===== config.mk =====
export PLATFORM = sky130hd
export DESIGN_NAME = glitch_seq_wb
export DESIGN_NICKNAME = d
export VERILOG_FILES = /design/src/rtl/glitch_pkg.sv /design/src/rtl/glitch_seq_fsm.sv /design/src/rtl/glitch_seq_wb.sv
export SDC_FILE = /design/constraint.sdc
export NUM_CORES = 1
export LEC_CHECK = 0
export BUFFER_PORTS_ARGS = -buffer_cell sky130_fd_sc_hd__buf_2
export CAP_MARGIN = 10
export CORE_UTILIZATION = 55
export CTS_BUF_LIST = sky130_fd_sc_hd__clkbuf_16
export CTS_CLUSTER_DIAMETER = 40
export DETAILED_ROUTE_END_ITERATION = 8
export PLACE_DENSITY = 0.78
export SETUP_SLACK_MARGIN = 0.4
export SLEW_MARGIN = 20
export SYNTH_ARGS = -nofsm -noshare
export SYNTH_HDL_FRONTEND = slang
export SYNTH_SLANG_ARGS = --single-unit
export TNS_END_PERCENT = 1

===== constraint.sdc =====
create_clock -name clk_i -period 3.5 [get_ports clk_i]
set_input_delay 0.7 -clock clk_i [delete_from_list [all_inputs] [get_ports clk_i]]
set_output_delay 0.7 -clock clk_i [all_outputs]
set_load 0.01 [all_outputs]

===== src/rtl/glitch_pkg.sv =====
// Shared definitions for the glitch sequencer: register map, CTRL/STATUS bit
// positions, FSM state encoding and the duration-load helper.
package glitch_pkg;

    localparam logic [3:0] ADR_CTRL        = 4'd0;
    localparam logic [3:0] ADR_WIDTH       = 4'd1;
    localparam logic [3:0] ADR_DELAY_LO    = 4'd2;
    localparam logic [3:0] ADR_DELAY_HI    = 4'd3;
    localparam logic [3:0] ADR_GAP         = 4'd4;
    localparam logic [3:0] ADR_COUNT       = 4'd5;
    localparam logic [3:0] ADR_PULSES_DONE = 4'd6;

    localparam int CTRL_ARM       = 0;
    localparam int CTRL_ABORT     = 1;
    localparam int CTRL_TRIG_EXT  = 2;
    localparam int CTRL_TRIG_FALL = 3;

    typedef enum logic [2:0] {
        ST_IDLE,
        ST_ARMED,
        ST_DELAY,
        ST_PULSE,
        ST_GAP
    } state_t;

    // Down-counter preload for a phase lasting max(v,1) cycles.
    function automatic logic [15:0] dur_load(input logic [15:0] v);
        return (v == 16'd0) ? 16'd0 : v - 16'd1;
    endfunction

endpackage


===== src/rtl/glitch_seq_fsm.sv =====
// Glitch train FSM: trigger edge detection, phase counters and pulse counting.
// Optional trigger synchroniser enabled by GLITCH_TRIG_SYNC_EN.
module glitch_seq_fsm
    import glitch_pkg::*;
#(
    parameter int DELAY_W = 16,
    parameter int WIDTH_W = 8,
    parameter int GAP_W   = 8,
    parameter int COUNT_W = 8
) (
    input  logic               clk_i,
    input  logic               rst_ni,
    input  logic               arm,
    input  logic               abort,
    input  logic               sticky_clr,
    input  logic               trig_i,
    input  logic               trig_ext,
    input  logic               trig_fall,
    input  logic [DELAY_W-1:0] delay,
    input  logic [WIDTH_W-1:0] width,
    input  logic [GAP_W-1:0]   gap,
    input  logic [COUNT_W-1:0] count,
    output logic               glitch_en,
    output logic               ready,
    output logic               armed,
    output logic               busy,
    output logic               done,
    output logic               done_sticky,
    output logic [COUNT_W-1:0] pulses_done
);
    state_t             state_reg;
    logic [15:0]        cnt_reg;
    logic               trig_s;
    logic               trig_reg;
    logic               edge_reg;
    logic [COUNT_W-1:0] pulses_next;

`ifdef GLITCH_TRIG_SYNC_EN
    logic [1:0] sync_reg;
    always_ff @(posedge clk_i or negedge rst_ni) begin
        if (!rst_ni) sync_reg <= 2'b00;
        else         sync_reg <= {sync_reg[0], trig_i};
    end
    assign trig_s = sync_reg[1];
`else
    assign trig_s = trig_i;
`endif

    // Edge is registered so the FSM acts one edge after trig_s changes.
    always_ff @(posedge clk_i or negedge rst_ni) begin
        if (!rst_ni) begin
            trig_reg <= 1'b0;
            edge_reg <= 1'b0;
        end else begin
            trig_reg <= trig_s;
            edge_reg <= trig_fall ? (trig_reg & ~trig_s) : (trig_s & ~trig_reg);
        end
    end

    assign pulses_next = pulses_done + COUNT_W'(1);

    always_ff @(posedge clk_i or negedge rst_ni) begin
        if (!rst_ni) begin
            state_reg   <= ST_IDLE;
            cnt_reg     <= 16'd0;
            pulses_done <= '0;
            glitch_en   <= 1'b0;
            ready       <= 1'b1;
            armed       <= 1'b0;
            busy        <= 1'b0;
            done        <= 1'b0;
            done_sticky <= 1'b0;
        end else begin
            done <= 1'b0;
            if (sticky_clr) done_sticky <= 1'b0;
            if (abort && state_reg != ST_IDLE) begin
                state_reg <= ST_IDLE;
                glitch_en <= 1'b0;
                ready     <= 1'b1;
                armed     <= 1'b0;
                busy      <= 1'b0;
            end else begin
                case (state_reg)
                    ST_IDLE: begin
                        if (arm && count != '0) begin
                            state_reg   <= ST_ARMED;
                            ready       <= 1'b0;
                            armed       <= 1'b1;
                            pulses_done <= '0;
                            done_sticky <= 1'b0;
                        end
                    end
                    ST_ARMED: begin
                        if (!trig_ext || edge_reg) begin
                            armed <= 1'b0;
                            busy  <= 1'b1;
                            if (delay == '0) begin
                                state_reg <= ST_PULSE;
                                cnt_reg   <= dur_load(16'(width));
                                glitch_en <= 1'b1;
                            end else begin
                                state_reg <= ST_DELAY;
                                cnt_reg   <= dur_load(16'(delay));
                            end
                        end
                    end
                    ST_DELAY: begin
                        if (cnt_reg == 16'd0) begin
                            state_reg <= ST_PULSE;
                            cnt_reg   <= dur_load(16'(width));
                            glitch_en <= 1'b1;
                        end else begin
                            cnt_reg <= cnt_reg - 16'd1;
                        end
                    end
                    ST_PULSE: begin
                        if (cnt_reg == 16'd0) begin
                            glitch_en   <= 1'b0;
                            pulses_done <= pulses_next;
                            if (pulses_next == count) begin
                                state_reg   <= ST_IDLE;
                                ready       <= 1'b1;
                                busy        <= 1'b0;
                                done        <= 1'b1;
                                done_sticky <= 1'b1;
                            end else begin
                                state_reg <= ST_GAP;
                                cnt_reg   <= dur_load(16'(gap));
                            end
                        end else begin
                            cnt_reg <= cnt_reg - 16'd1;
                        end
                    end
                    ST_GAP: begin
                        if (cnt_reg == 16'd0) begin
                            state_reg <= ST_PULSE;
                            cnt_reg   <= dur_load(16'(width));
                            glitch_en <= 1'b1;
                        end else begin
                            cnt_reg <= cnt_reg - 16'd1;
                        end
                    end
                    default: begin
                        state_reg <= ST_IDLE;
                        glitch_en <= 1'b0;
                        ready     <= 1'b1;
                        armed     <= 1'b0;
                        busy      <= 1'b0;
                    end
                endcase
            end
        end
    end

endmodule


===== src/rtl/glitch_seq_wb.sv =====
// Wishbone slave front end of the glitch sequencer: bus handshake, register
// file and read mux. Trigger synchroniser selected by GLITCH_TRIG_SYNC_EN.
module glitch_seq_wb
    import glitch_pkg::*;
#(
    parameter int DELAY_W = 16,
    parameter int WIDTH_W = 8,
    parameter int GAP_W   = 8,
    parameter int COUNT_W = 8
) (
    input  logic       clk_i,
    input  logic       rst_ni,
    input  logic       stb_i,
    input  logic       we_i,
    input  logic [3:0] adr_i,
    input  logic [7:0] dat_i,
    output logic [7:0] dat_o,
    output logic       ack_o,
    input  logic       trig_i,
    output logic       glitch_en_o,
    output logic       ready_o,
    output logic       busy_o,
    output logic       done_o
);
    logic               req, wr, rd, ctrl_wr, cfg_wr;
    logic               arm, abort, sticky_clr;
    logic               trig_ext_reg, trig_fall_reg;
    logic [WIDTH_W-1:0] width_reg;
    logic [DELAY_W-1:0] delay_reg;
    logic [GAP_W-1:0]   gap_reg;
    logic [COUNT_W-1:0] count_reg;
    logic [15:0]        delay_wide;
    logic               armed, done_sticky;
    logic [COUNT_W-1:0] pulses_done;
    logic [7:0]         rdata;

    assign req        = stb_i & ~ack_o;
    assign wr         = req & we_i;
    assign rd         = req & ~we_i;
    assign ctrl_wr    = wr & (adr_i == ADR_CTRL);
    assign abort      = ctrl_wr & dat_i[CTRL_ABORT];
    assign arm        = ctrl_wr & dat_i[CTRL_ARM] & ~dat_i[CTRL_ABORT];
    // Train parameters are frozen whenever a train is in progress.
    assign cfg_wr     = wr & ready_o;
    assign sticky_clr = rd & (adr_i == ADR_CTRL);
    assign delay_wide = 16'(delay_reg);

    always_ff @(posedge clk_i or negedge rst_ni) begin
        if (!rst_ni) begin
            trig_ext_reg  <= 1'b0;
            trig_fall_reg <= 1'b0;
            width_reg     <= '0;
            delay_reg     <= '0;
            gap_reg       <= '0;
            count_reg     <= '0;
        end else if (cfg_wr) begin
            case (adr_i)
                ADR_CTRL: begin
                    trig_ext_reg  <= dat_i[CTRL_TRIG_EXT];
                    trig_fall_reg <= dat_i[CTRL_TRIG_FALL];
                end
                ADR_WIDTH:    width_reg <= dat_i[WIDTH_W-1:0];
                ADR_DELAY_LO: delay_reg <= DELAY_W'({delay_wide[15:8], dat_i});
                ADR_DELAY_HI: delay_reg <= DELAY_W'({dat_i, delay_wide[7:0]});
                ADR_GAP:      gap_reg   <= dat_i[GAP_W-1:0];
                ADR_COUNT:    count_reg <= dat_i[COUNT_W-1:0];
                default: ;
            endcase
        end
    end

    always_comb begin
        rdata = 8'h00;
        case (adr_i)
            ADR_CTRL:        rdata = {2'b00, trig_fall_reg, trig_ext_reg,
                                      done_sticky, busy_o, armed, ready_o};
            ADR_WIDTH:       rdata = 8'(width_reg);
            ADR_DELAY_LO:    rdata = delay_wide[7:0];
            ADR_DELAY_HI:    rdata = delay_wide[15:8];
            ADR_GAP:         rdata = 8'(gap_reg);
            ADR_COUNT:       rdata = 8'(count_reg);
            ADR_PULSES_DONE: rdata = 8'(pulses_done);
            default:         rdata = 8'h00;
        endcase
    end

    always_ff @(posedge clk_i or negedge rst_ni) begin
        if (!rst_ni) begin
            ack_o <= 1'b0;
            dat_o <= 8'h00;
        end else begin
            ack_o <= req;
            dat_o <= rd ? rdata : 8'h00;
        end
    end

    glitch_seq_fsm #(
        .DELAY_W (DELAY_W),
        .WIDTH_W (WIDTH_W),
        .GAP_W   (GAP_W),
        .COUNT_W (COUNT_W)
    ) u_fsm (
        .clk_i       (clk_i),
        .rst_ni      (rst_ni),
        .arm         (arm),
        .abort       (abort),
        .sticky_clr  (sticky_clr),
        .trig_i      (trig_i),
        .trig_ext    (trig_ext_reg),
        .trig_fall   (trig_fall_reg),
        .delay       (delay_reg),
        .width       (width_reg),
        .gap         (gap_reg),
        .count       (count_reg),
        .glitch_en   (glitch_en_o),
        .ready       (ready_o),
        .armed       (armed),
        .busy        (busy_o),
        .done        (done_o),
        .done_sticky (done_sticky),
        .pulses_done (pulses_done)
    );

endmodule


* Yosys cells after proc, flatten, opt, wreduce, memory -nomap -nowiden
Index checks and enable logic that the tools add are counted.
** Operators by class
- $add $sub $neg :: 5
- Multipliers :: 0
- Div/mod/pow operators :: 0
- $lt $le $gt $ge :: 0
- Equal/unequal tests :: 25
- Shift-type cells :: 0
- Multiplexer cells :: 53
- Bitwise logic cells :: 19
- Reductions and logical operators :: 31
** Operators by type and width (count)
- 16-bit 2-to-1 mux :: 7
- 8-bit one-hot mux with 7 select lines :: 1
- 16-bit one-hot mux with 3 select lines :: 1
- 16-bit zero test :: 2
- 16-bit one-hot mux with 2 select lines :: 1
- 16-bit by 1-bit subtractor with 16-bit output, second input constant :: 2
- 1-bit 2-to-1 mux :: 27
- 8-bit 2-to-1 mux :: 3
- 4-bit AND reduction :: 5
- 3-bit 2-to-1 mux :: 6
- 3-bit by 1-bit != test with 1-bit output, second input constant :: 6
- 8-bit by 1-bit subtractor with 9-bit output, second input constant :: 2
- 8-bit zero test :: 2
- 8-bit one-hot mux with 2 select lines :: 1
- 2-bit by 1-bit != test with 1-bit output, second input constant :: 7
- 4-bit by 3-bit == test with 1-bit output, second input constant :: 3
- 3-bit one-hot mux with 4 select lines :: 1
- 1-bit bitwise AND :: 11
- 1-bit one-hot mux with 3 select lines :: 3
- 3-bit AND reduction :: 3
- 3-bit OR reduction :: 3
- 8-bit by 1-bit adder with 8-bit output, second input constant :: 1
- 4-bit by 2-bit == test with 1-bit output, second input constant :: 2
- 8-bit == test :: 1
- other kinds (19) :: 32
** Storage, ports and cells
- Register bits after elaboration :: 86
- Latch bits :: 0
- Bits in writable memories :: 0
- ROM bits :: 0
- Bits of input ports :: 17
- Logic and storage cells :: 153
- Memories kept :: 0

* Depth between registers and ports, before layout
- Depth after elaboration :: 10
- Gate-level depth with buffers :: 10

* By module
A second synthesis with hierarchy kept.
** Second synthesis, totals
- Cell total of the unflattened synthesis :: 663
- Area total of the unflattened synthesis :: 6152.2 um2
** Modules (own cells, without submodules)
- glitch_seq_fsm :: times used 1, cells an instance 468, area each 3627.2 um2
- glitch_seq_wb :: times used 1, cells an instance 195, area each 2524.9 um2

* Worst setup path after synthesis
No wires, ideal clock.
- Kind :: input to register
- Start point :: in adr_i[2]
- End point :: reg delay_reg[10]
- Setup time :: 0.125 ns
- Data arrival time :: 2.168 ns
- Data required time :: 3.375 ns
- Path slack :: 1.207 ns
- Stages on the path :: 5
- Cell sequence :: buf_1 > nor2_1 > nand3_1 > nor2_1 > mux2_2
** On the way
- Cells in the longest elaborated chain, start to end :: 3
- Elaborated cells between the ends (all ways) :: 4
- Classes of those cells :: 2 x eq/ne; 1 x bitwise; 1 x reduce/logical
** Ends and longest elaborated chain
- start: declaration :: line glitch_seq_wb.sv:15 : input logic [3:0] adr_i,
- 4-bit by 2-bit == test with 1-bit output :: line glitch_seq_wb.sv:57 : case (adr_i)
- 1-bit NOT (no source line)
- 3-bit AND reduction (no source line) (*)
- end signal: assignment :: line glitch_seq_wb.sv:63 : ADR_DELAY_LO: delay_reg <= DELAY_W'({delay_wide[15:8], dat_i});
- end signal: assignment :: line glitch_seq_wb.sv:64 : ADR_DELAY_HI: delay_reg <= DELAY_W'({dat_i, delay_wide[7:0]});
- end: declaration :: line glitch_seq_wb.sv:29 : logic [DELAY_W-1:0] delay_reg;
Every way passes the cells marked *; elsewhere a longest branch is shown, timed or not.
A chain may end at the register's enable or synchronous reset.

* Final worst setup path
- Start point :: reg u_fsm.pulses_done[0]
- End point :: reg u_fsm.cnt_reg[4]
** On the way
- Cells in the longest elaborated chain, start to end :: 4
** Ends and longest elaborated chain
- start: declaration :: line glitch_seq_fsm.sv:29 : output logic [COUNT_W-1:0] pulses_done
- start signal: assignment :: line glitch_seq_fsm.sv:119 : pulses_done <= pulses_next;
- 8-bit by 1-bit adder with 8-bit output :: line glitch_seq_fsm.sv:60 : assign pulses_next = pulses_done + COUNT_W'(1);
- 8-bit == test :: line glitch_seq_fsm.sv:120 : if (pulses_next == count) begin
- 3-bit != test (no source line)
- 4-bit AND reduction (no source line)
- end signal: assignment :: line glitch_seq_fsm.sv:128 : cnt_reg <= dur_load(16'(gap));
- end signal: assignment :: line glitch_seq_fsm.sv:131 : cnt_reg <= cnt_reg - 16'd1;
- end signal: assignment :: line glitch_seq_fsm.sv:137 : cnt_reg <= dur_load(16'(width));
- end: declaration :: line glitch_seq_fsm.sv:32 : logic [15:0] cnt_reg;
No other way between the ends.

==> qor.yml <==
first_pass_iters: 5
area_growth_syn_to_layout_pct: 7.78
yosys_warnings: 0
grt_pass1_vias: 5124
clk_pin_slew_ns: 0.07
drtIter0Drc: 601
port_buffers: 29
crit_fanout: 13
drc: 0
root_buffer: "clkbuf_16"
n_fill_cell: 886
ctsResizeCount: 0
synth_cell_types: 83
rows: 37
slew_headroom_pct: 44.2
dieArea_mm2: 0.0114
synth-seq-cells: 86
hp-class: "input port to asynchronous set/reset pin"
slew_violations: 0
wirelength_um: 17600
yosys.area.top_type: "dfrtp_1"
syn_avg_cell_area_um2: 9.28
rsz0062_at_grt: "false"
dp_hpwl_um: 12800
power.leakage_nw: 2.79
track_usage_pct: 32.4
fin_worst_skew_ns: 0.00711
status: "completed"
vdd_drop_max_uv: 521
netlist_area_mm2: 0.00603
r2r_slack_ns: 0.70
switching_share_pct: 43.7
antenna_cells: 0
fp.dieW_um: 107
fin_crit_sh_pct: 79.9
synth_top_area_share_pct: 35.2
p_comb_share_pct: 46.5
endpoint_kind: "register"
grt_pass1_wl_um: 27800
cts-buffers-inserted: 9
core_area_mm2: 0.0105
slowest_delay_ns: 0.55
initial_core_util_pct: 57.7
r2r-end: "u_fsm.cnt_reg[4]$_DFFE_PN0P_"
nets: 687
finalSetupViolCount: 0
clkSinkCount: 86
dpl_cell_area_mm2: 0.00620
powerDensity_mw_per_mm2: 747
die_h_um: 107
r2r-start: "u_fsm.pulses_done[0]$_DFFE_PN0P_"
finalInstanceArea_mm2: 0.00650
worst_pin_slew_ns: 0.836
yosysSeqAreaShare_pct: 35.7
hold_viol: 0
synthArstFlopShare_pct: 100
worst_path_max_delay_cell: "o2111a_1"
ant_nets: 0
critPathKind: "register to register"
grt_max_degree: 87
cts-root-to-sink-buffers: 2
layout_min_cycle_time_ns: 2.80
seqPwrFrac_pct: 33.1
ios: 30
setup_tns_ns: 0
p_int_mw: 2.73
hold_buffers: 0
clkPwrFrac_pct: 20.4
synth_cells: 650
synth_flop_cell: "dfrtp_1"
wl_per_cell_um: 21.9
via_per_inst: 6.81
insertion_delay_ns: 0.35
gp_congestion: 1.02
grt_antenna_before_repair: 0
vias: 5464
cts_tree: "yes"
drive_gt1_share_pct: 17.4
overflow: 0
required_ns: 3.74
path_cells: "ha_1, nand3_1, mux2i_1, nor4_1, o2111a_1, nor2_4, mux2_2"
hold_ws_ns: 0.395
r2r_cells: 7
p_sw_mw: 2.12
synth_area_leaders: "dfrtp_1 (35%), mux2_2 (7.3%), nand2_1 (3.7%)"
startpoint_type: "register"
maxCapViolCount: 0
fmax_ghz: 0.357
synth_edf_count: 0
synthesis.nets: 676
arrival_ns: 3.04
htree_levels: 3
cts_setup_buffers: 0
per-layer routing:
layer  vias to the layer above  part of all wire [%]  GRT usage (%)
met3                        48                    10           7.66
met2                       311                    44           48.8
met1                      2641                    43           44.8
li1                       2464                     -              -
met5                         -                     0              0
met4                         0                   3.5           13.1
placed cells by master, fill, tap and decap left out, types with 5 or more instances in the layout:
cell type  synthesis  final
ha_1               9      9
xor2_1            14     14
inv_1             13     13
a2bb2oi_1          5      5
a211oi_1           7      7
nand3b_1           6      6
a22o_1             8      8
o21ai_0           41     41
and2_1             6      6
nor2b_1           17     17
nor4_1            10     10
or3_1              5      5
clkbuf_16          0      9
a31oi_1            6      6
nand4_1            7      7
dfrtp_1           85     85
buf_2              8     28
xnor2_1           11     11
nor4_2             6      6
nand2b_1          11     11
nor2_1            44     44
o211ai_1           5      5
o21a_1             5      5
a21oi_1           34     34
nand2_1           60     60
mux2i_1           17     17
nand3_1           21     21
o31ai_1            8      8
mux2_2            39     39
nor3_1            24     24
power groups by stage:
stage | clock (mW) | sequential [mW] | combinational, mW
2_1_floorplan | 0 | 1.42 | 1.84
3_3_place_gp | 0 | 1.60 | 2.16
3_5_place_dp | 0 | 1.61 | 2.19
4_1_cts | 1.01 | 1.59 | 2.20
5_1_grt | 1.04 | 1.64 | 2.44
6_report | 0.992 | 1.61 | 2.26
worst max-delay path by stage:
| stage | end | cells after the start | slack [ns] | from |
|---|---|---|---|---|
| final | u_fsm.cnt_reg[4]$_DFFE_PN0P_ | 7 | 0.70 | u_fsm.pulses_done[0]$_DFFE_PN0P_ |
| after global routing | u_fsm.cnt_reg[0]$_DFFE_PN0P_ | 7 | 0.42 | u_fsm.pulses_done[0]$_DFFE_PN0P_ |
| after CTS | u_fsm.cnt_reg[0]$_DFFE_PN0P_ | 7 | 0.74 | u_fsm.pulses_done[0]$_DFFE_PN0P_ |
| after detailed placement | u_fsm.cnt_reg[0]$_DFFE_PN0P_ | 6 | 0.70 | adr_i[1] |
| after global placement | u_fsm.glitch_en$_DFFE_PN0P_ | 7 | 0.78 | adr_i[1] |
| after floorplan | delay_reg[10]$_DFFE_PN0P_ | 5 | 1.21 | adr_i[2] |
stage by stage:
step	utilization (%)	power [mW]	cells	setup WS, ns
6_report	62.2	4.86	802	0.702
5_1_grt	62.2	5.12	802	0.422
4_1_cts	62.1	4.80	802	0.741
3_5_place_dp	59.2	3.79	786	0.698
3_3_place_gp	59.2	3.75	786	0.779
2_1_floorplan	-	3.26	650	1.21
cells by family after synthesis:
kind of cell               Yosys count  synth area share [%]
AOI/OAI and AO/OA                  173                  19.9
xor gates and xnor gates            25                  3.63
adders and majority gates           10                  2.03
buffers and inverters               46                  3.88
DFF                                 86                  35.7
muxes                               60                  11.4
and+or+nand+nor                    250                  23.5
synth_stat cells (4+ instances only):
| master | instances |
|---|---|
| a22o_1 | 8 |
| o22ai_1 | 4 |
| or3_1 | 5 |
| nand3_1 | 21 |
| xnor2_1 | 11 |
| o31ai_1 | 8 |
| ha_1 | 9 |
| a2bb2oi_1 | 5 |
| nor3b_1 | 4 |
| nor2_1 | 44 |
| a21boi_0 | 4 |
| buf_6 | 5 |
| nand4_1 | 7 |
| and2_1 | 6 |
| o21a_1 | 5 |
| o21ai_0 | 41 |
| mux2i_1 | 17 |
| a211oi_1 | 7 |
| nand3b_1 | 6 |
| nor4_2 | 6 |
| o211ai_1 | 5 |
| nor4_4 | 4 |
| nand2_1 | 60 |
| dfrtp_1 | 85 |
| nand2b_1 | 11 |
| nor4_1 | 10 |
| clkbuf_1 | 11 |
| xor2_1 | 14 |
| nor2b_1 | 17 |
| mux2_2 | 39 |
| a31oi_1 | 6 |
| a21oi_1 | 34 |
| buf_1 | 4 |
| nor3_1 | 24 |
| buf_2 | 8 |
| inv_1 | 13 |
worst max-delay path: cells and delay by family, from the launching register on:
family	cells	cell delay [ns]
compound gates	1	0.55
fa+ha+maj	1	0.27
flops	1	0.47
mux	2	0.49
simple gates	3	0.90
layout make-up:
cell class                      count  area, um2  share of cell area (%)
Inverter                           13       48.8                   0.750
Multi-Input combinational cell    518       3650                    56.1
Clock inverter                      7       77.6                    1.19
Sequential cell                    86       2150                    33.1
Tap cell                          136        170                    2.62
Timing Repair Buffer               33        181                    2.79
Clock buffer                        9        225                    3.46
(Power assumes the default switching activity.)
